### src/rtl/phys_regfile.sv
// phys_regfile: physical register file with ready bits, write bypass and a registered ready count.
// Register 0 reads as constant 0/ready. Out-of-range indices read 0/not-ready and are ignored on update.
module phys_regfile #(
  parameter int XLEN      = 32,
  parameter int NUM_PREGS = 64,
  parameter int IDX_W     = 6
) (
  input  logic             clock,
  input  logic             reset,
  input  logic [IDX_W-1:0] rd1_idx,
  input  logic [IDX_W-1:0] rd2_idx,
  output logic [XLEN-1:0]  rd1_data,
  output logic [XLEN-1:0]  rd2_data,
  output logic             rd1_ready,
  output logic             rd2_ready,
  input  logic             wr_en,
  input  logic [IDX_W-1:0] wr_idx,
  input  logic [XLEN-1:0]  wr_data,
  input  logic             alloc_en,
  input  logic [IDX_W-1:0] alloc_idx,
  output logic [IDX_W:0]   num_ready
);
  localparam logic [IDX_W:0] NP = (IDX_W+1)'(NUM_PREGS);
  logic [XLEN-1:0]      mem [NUM_PREGS];
  logic [NUM_PREGS-1:0] rdy, rdy_n;
  logic [IDX_W:0]       cnt;
  logic                 v1, v2, wr_ok, al_ok, byp1, byp2;
  assign v1    = {1'b0, rd1_idx} < NP;
  assign v2    = {1'b0, rd2_idx} < NP;
  assign wr_ok = wr_en && !reset && wr_idx != '0 && {1'b0, wr_idx} < NP;
  assign al_ok = alloc_en && !reset && alloc_idx != '0 && {1'b0, alloc_idx} < NP;
  // Bypass is masked during reset so reads see the cleared state immediately.
  assign byp1  = wr_ok && wr_idx == rd1_idx;
  assign byp2  = wr_ok && wr_idx == rd2_idx;
  assign rd1_data  = !v1 ? '0 : byp1 ? wr_data : mem[rd1_idx];
  assign rd2_data  = !v2 ? '0 : byp2 ? wr_data : mem[rd2_idx];
  assign rd1_ready = v1 && (byp1 || rdy[rd1_idx]);
  assign rd2_ready = v2 && (byp2 || rdy[rd2_idx]);
  // Allocation is applied after the write so it wins on a same-index collision.
  always_comb begin
    rdy_n = rdy;
    if (wr_ok) rdy_n[wr_idx] = 1'b1;
    if (al_ok) rdy_n[alloc_idx] = 1'b0;
    cnt = '0;
    for (int i = 0; i < NUM_PREGS; i++) cnt += (IDX_W+1)'(rdy_n[i]);
  end
  always_ff @(posedge clock or posedge reset) begin
    if (reset) begin
      for (int i = 0; i < NUM_PREGS; i++) mem[i] <= '0;
      rdy       <= '1;
      num_ready <= NP;
    end else begin
      if (wr_ok) mem[wr_idx] <= wr_data;
      rdy       <= rdy_n;
      num_ready <= cnt;
    end
  end
endmodule

### config.mk
export PLATFORM = sky130hd
export DESIGN_NAME = phys_regfile
export DESIGN_NICKNAME = d
export VERILOG_FILES = /design/src/rtl/phys_regfile.sv
export SDC_FILE = /design/constraint.sdc
export NUM_CORES = 2
export LEC_CHECK = 0
export CORE_MARGIN = 4
export CORE_UTILIZATION = 30
export CTS_BUF_LIST = sky130_fd_sc_hd__clkbuf_4 sky130_fd_sc_hd__clkbuf_8 sky130_fd_sc_hd__clkbuf_16
export DETAILED_ROUTE_END_ITERATION = 8
export PLACE_DENSITY = 0.44
export SLEW_MARGIN = 5
export SYNTH_ARGS = -nofsm -noshare
export SYNTH_HDL_FRONTEND = slang
export SYNTH_SLANG_ARGS = --single-unit
### constraint.sdc
create_clock -name clock -period 212 [get_ports clock]
set_input_delay 42.4 -clock clock [delete_from_list [all_inputs] [get_ports clock]]
set_output_delay 42.4 -clock clock [all_outputs]
set_load 0.1 [all_outputs]
* Yosys cells after proc, flatten, opt, wreduce, memory -nomap -nowiden
Cells that the tools add are included.
** Storage, ports and cells
- Register bits after elaboration :: 2119
- Bits of input ports :: 60
- Output and inout bits :: 73
- Logic and storage cells :: 182
** Operators by class
- $add $sub $neg :: 63
- $lt $le $gt $ge :: 10
- Equality and inequality tests :: 2
- Muxes and demuxes :: 21
- Bitwise logic cells :: 6
- Reduce and logical (&&, ||, !) cells :: 14
** Operators by type and width (count)
- 2048-bit bitwise mux :: 1
- 7-bit by 1-bit adder with 7-bit output :: 57
- 32-bit binary-select mux with 6-bit select :: 2
- 32-bit 2-to-1 mux :: 7
- 32-bit demux with 6-bit select :: 1
- 64-bit 2-to-1 mux :: 2
- 64-bit bitwise AND :: 1
- 64-bit NOT :: 1
- 64-bit bitwise OR :: 1
- 6-bit by 7-bit < comparator with 1-bit output, second input constant :: 4
- 7-bit greater-or-equal comparator, second input constant :: 3
- 6-bit NOT with 7-bit output :: 3
- 1-bit binary-select mux with 6-bit select :: 2
- 1-bit demux with 6-bit select :: 2
- 6-bit equality test :: 2
- 6-bit by 1-bit greater-or-equal comparator with 1-bit output, second input constant :: 2
- 6-bit nonzero test :: 2
- 1-bit logical AND :: 9
- 6-bit by 1-bit adder with 7-bit output :: 1
- 7-bit by 1-bit < comparator with 1-bit output, second input constant :: 1
- 5-bit by 1-bit adder with 6-bit output :: 1
- 4-bit by 1-bit adder with 5-bit output :: 1
- 3-bit by 1-bit adder with 4-bit output :: 1
- 1-bit 2-to-1 mux :: 4
- 4 further kinds :: 5

* Longest topological paths before layout
- Word-level depth :: 71
- Gate-level depth with buffers :: 28
- Depth with buffers taken out :: 26

* Least setup slack after synthesis
OpenSTA, ideal clock, no wires.
- Path kind :: input port to flip-flop
- From :: in reset
- To :: reg num_ready[6]
- Library setup time :: 0.080 ns
- Arrival :: 103.520 ns
- Data required time :: 211.920 ns
- Slack :: 108.400 ns
- Stages on the path :: 23
- Path buffers :: 0
- Path through :: inv_1 nand3b_1 o22ai_1 fa_1 inv_1 fa_1 inv_1 fa_1 inv_1 fa_1 fa_1 inv_1 fa_1 fa_1 inv_1 fa_1 ha_1 fa_1 a21o_1 a21oi_1 nor2b_1 o21ai_0 nand2b_1
** On the way
- Cells in the longest elaborated chain, start to end :: 69
- Elaborated cells between the ends (all ways) :: 71
- Those cells by class :: 63 x add/sub; 2 x mux; 1 x bitwise; 5 x reduce/logical
** Ends and longest elaborated chain
- start, declared :: line 9 : input logic reset,
- 1-bit zero test (no line) (*)
- 1-bit logical AND (2 in series) :: line 30 : assign wr_ok = wr_en && !reset && wr_idx != '0 && {1'b0, wr_idx} < NP;
- 64-bit 2-to-1 mux :: line 42 : if (wr_ok) rdy_n[wr_idx] = 1'b1;
- 64-bit bitwise AND (no line)
- 64-bit 2-to-1 mux (*) :: line 43 : if (al_ok) rdy_n[alloc_idx] = 1'b0;
- 1-bit by 1-bit adder with 2-bit output :: line 45 : for (int i = 0; i < NUM_PREGS; i++) cnt += (IDX_W+1)'(rdy_n[i]);
- 2-bit by 1-bit adder with 3-bit output :: line 45
- 3-bit by 1-bit adder with 4-bit output :: line 45
- 4-bit by 1-bit adder with 5-bit output :: line 45
- 5-bit by 1-bit adder with 6-bit output :: line 45
- 6-bit by 1-bit adder with 7-bit output :: line 45
- 7-bit by 1-bit adder with 7-bit output (56 in series) :: line 45
- 7-bit by 1-bit adder with 7-bit output (*) :: line 45
- net cnt[6] :: line 26 : logic [IDX_W:0] cnt;
- end signal, assigned :: line 55 : num_ready <= cnt;
- end, declared :: line 21 : output logic [IDX_W:0] num_ready
Mark *: on every way through the listed nets, which the timed path passes. The rest lies on a longest branch.
A chain may end at the register's enable or synchronous reset.

* Worst setup path in the final report
- From :: in rd1_idx[0]
- To :: out rd1_data[0]
** On the way
- Cells in the longest elaborated chain, start to end :: 5
- Elaborated cells between the ends (all ways) :: 7
- Those cells by class :: 1 x eq/ne; 4 x mux; 1 x bitwise; 1 x reduce/logical
** Ends and longest elaborated chain
- start, declared :: line 10 : input logic [IDX_W-1:0] rd1_idx,
- 6-bit NOT with 7-bit output (implied by the code) :: line 35 : assign rd1_data = !v1 ? '0 : byp1 ? wr_data : mem[rd1_idx];
- 32-bit binary-select mux with 6-bit select :: line 35
- 32-bit 2-to-1 mux (implied by the code) (2 in series) :: line 35
- 32-bit 2-to-1 mux (*) :: line 35
- end, declared :: line 12 : output logic [XLEN-1:0] rd1_data,
Mark *: on every way between the ends. The rest lies on a longest branch, timed or not. The select of a mux whose other input is x is not followed.

==> summary.md <==
| Metric | Value |
|---|---|
| Most frequently used flop master after synthesis | `dfrtp_1` |
| Clock tree from TritonCTS | `yes` |
| Class of the tightest hold or removal check | `flip-flop to flip-flop` |
| Number of filler instances in the final layout | `36918` |
| Storage cell area | `53110 um2` |
| Chip Height | `627.3 um` |
| Total die area | `393500 um2` |
| Total number of yosys warnings | `0` |
| Vias after detailed routing | `77005` |
| Maximum buffer depth of the clock tree | `4` |
| Endpoint class of the critical path | `output pin` |
| Syn Std Cell Area | `115000 um2` |
| Count of input and output buffers | `132` |
| Area used by multi-input combinational logic | `58630 um2` |
| Std cell rows | `227` |
| H-tree depth | `4` |
| IO Pins | `133` |
| Number of buffers inserted for hold repair after clock tree synthesis | `0` |
| Setup slack at placement | `120.92 ns` |
| Worst-skew pair later-pin latency | `0.90 ns` |
| Share of post-route cells with drive strength above 1 | `48.48%` |
| Post-route DRC | `0` |
| Core Box Area | `382000 um2` |
| P per Cell Area | `9.487 nW/um2` |
| Number of library cell types mapped by synthesis | `69` |
| Clock period minus worst slack | `90.88 ns` |
| Max rail drop VDD | `0.07297 mV` |
| CTS clk-pin slew, worst paths | `0.06 ns` |
| Wire length reported by the detailed router | `492700 um` |
| Die boundary width | `627.3 um` |
| Initial Util | `30.12%` |
| Flip-flop and latch count after synthesis | `2119` |
| Critical path data arrival time | `48.48 ns` |
| GR Overflow Total | `0` |
| Global-route total usage across every layer | `24.69%` |
| Total of cells resized after clock tree synthesis | `0` |
| Number of enable flip-flop cells after synthesis | `0` |
| Number of detailed-routing iterations run before antenna repair | `7` |
| Mapped Cells | `7991` |
| Initial DRC count | `7711` |
| Total number of clock tree sinks | `2119` |
| Area added between synthesis and finish | `13.07%` |
| Fraction of registers with async set/reset | `100.0%` |
| Detail-routed via count per cell | `5.924` |
| Number of global-route vias before repair | `79390` |
| Final Hold Fails | `0` |
| Data required time of the critical path | `169.60 ns` |
| Commonest non-fill, non-tap cell in the layout | `dfrtp_1` |
| Net count after synthesis | `8120` |
| Detail-routed net length per standard cell | `37.90 um` |
| Buffer count from post-CTS setup fixing | `0` |
| Final period utilization | `42.87%` |
| Setup-failing EPs final | `0` |
| Max-cap viol count | `0` |
| Fin Setup TNS | `0 ns` |
| Critical setup path kind | `primary input to output pin` |
| Clock buffers created by TritonCTS | `244` |
| Setup Skew | `0.01855 ns` |
| Proportion of synthesized chip area in sequential cells | `46.16%` |
| Number of nets at the end of the flow | `7874` |
| Timing-limited maximum frequency | `0.01100 GHz` |
| Commonest cells after routing, fill and taps aside | `2054 x dfrtp_1, 1936 x mux2_2, 975 x mux4_2` |
| Status | `finished, final reports clean` |
| Initial antenna violation count | `54` |
| Detailed-placement wirelength estimate | `295900 um` |
| ANT nets after route | `0` |
| Post-placement cell count | `12537` |
| Setup repair after global routing missed its margin | `false` |
| Clock tree root driver cell | `clkbuf_16` |
| Leakage power | `58.34 nW` |
| Maximum net fanout on the critical path | `48` |
| Headroom to the max-slew limit | `9.740%` |
| Final weighted congestion in routability-driven placement | `0.8297` |
| Kind of start point of the critical path | `primary input` |
| Final number of max-transition violations | `0` |
| Post-route non-filler standard cell count | `12998` |
| Wire length of the first global-routing pass | `681200 um` |
| Maximum number of pins on one net before global-route repair | `159` |
| Avg Inst Size Synth | `14.40 um2` |
| Total power | `1.234 mW` |
| Worst-Margin Slew | `1.350 ns` |
| Post-route worst setup slack | `121.12 ns` |
[layer usage]
metal,share of wire (%),vias to the layer above,track usage [%]
li1,-,30143,-
met1,43,42836,34.33
met2,45,3207,38.28
met3,6.9,803,4.778
met4,4.1,16,9.001
met5,0.023,-,0
[cells by family (layout without fill, tap and decap cells)]
logic type               count (synthesis)  in the layout  share of synthesized area [%]
flip-flops                            2119           2119                          46.16
XOR/XNOR                                16             16                         0.1218
multiplexers                          3277           3277                          41.22
buffers and inverters                  953            906                          3.566
other                                    0             16                              0
AND/OR/NAND/NOR                        922            922                          3.697
AO/OA/AOI/OAI                          635            635                          4.131
adder cells (fa/ha/maj)                 69             69                          1.103
[where the power goes]
part,internal [mW],total [mW],switching (mW)
Sequential,0.443,0.469,0.0258
Clock,0.270,0.456,0.186
Combinational,0.140,0.309,0.169
[synthesized netlist by cell type (all sizes together) (18+ instances only)]
library cell  count  area share [%]
a2111o           18            0.18
a21oi            85            0.37
a221o            24            0.21
a221oi           20            0.15
a22o             40            0.30
a22oi           230             1.5
a311oi           20            0.15
and3             45            0.24
buf             400             1.8
clkbuf          482             1.6
dfrtp          2054              45
dfstp            65             1.5
fa               54            0.94
inv              70            0.23
mux2           1936              19
mux2i           366             3.2
mux4            975              19
nand2           460             1.5
nand3           118            0.51
nand4            33            0.18
nor2            132            0.43
nor2b            25            0.14
nor3b            21            0.14
o22a             44            0.33
o22ai            68            0.37
o31ai            21            0.14
[flip-flops by register name, indices dropped and copies added (netlist names)]
signal,cells
num_ready,7
mem,2048
rdy,64
[layout make-up]
cell class                      count  share of cell area, %
Clock buffer                      361                  5.722
Sequential cell                  2119                  40.82
Timing Repair Buffer              390                  2.444
Multi-Input combinational cell   4919                  45.07
Inverter                           71                 0.2183
Tap cell                         5038                  4.846
Clock inverter                     84                 0.8406
Antenna cell                       16                0.03078
[metrics by stage]
stage | hold WS, ns | util, % | instance area, um2
2_1_floorplan | 0.4398 | - | 115000
3_3_place_gp | 0.3776 | 31.81 | 121500
3_5_place_dp | 0.3805 | 31.81 | 121500
4_1_cts | 0.3902 | 34.04 | 130000
5_1_grt | 0.3971 | 34.05 | 130100
6_report | 0.3963 | 34.05 | 130100
[worst paths after layout]
| kind | slack, ns | endpoint | cells after the start | startpoint |
|---|---|---|---|---|
| setup / recovery | 121.12 | rd1_data[0] | 11 | rd1_idx[0] |
| hold / removal | 0.40 | rdy[0] | 0 | rdy[0] |
| setup reg to reg | 205.31 | num_ready[6] | 21 | rdy[23] |
| hold reg to reg | 0.40 | rdy[0] | 0 | rdy[0] |
| max in group asynchronous | 165.20 | mem[121] | 7 | reset |
| min in group asynchronous | 42.12 | mem[39] | 2 | reset |
[worst max-delay path: stages]
cell and delay, ns:
buf_8 0.44, buf_4 0.63, buf_4 0.68, buf_4 0.58, buf_4 0.73, mux4_2 0.60
a22o_1 0.25, a221oi_1 0.26, a311oi_1 0.23, a2111o_1 0.48, clkdlybuf4s50_1 1.01
Power figures use the tool's default switching activity.
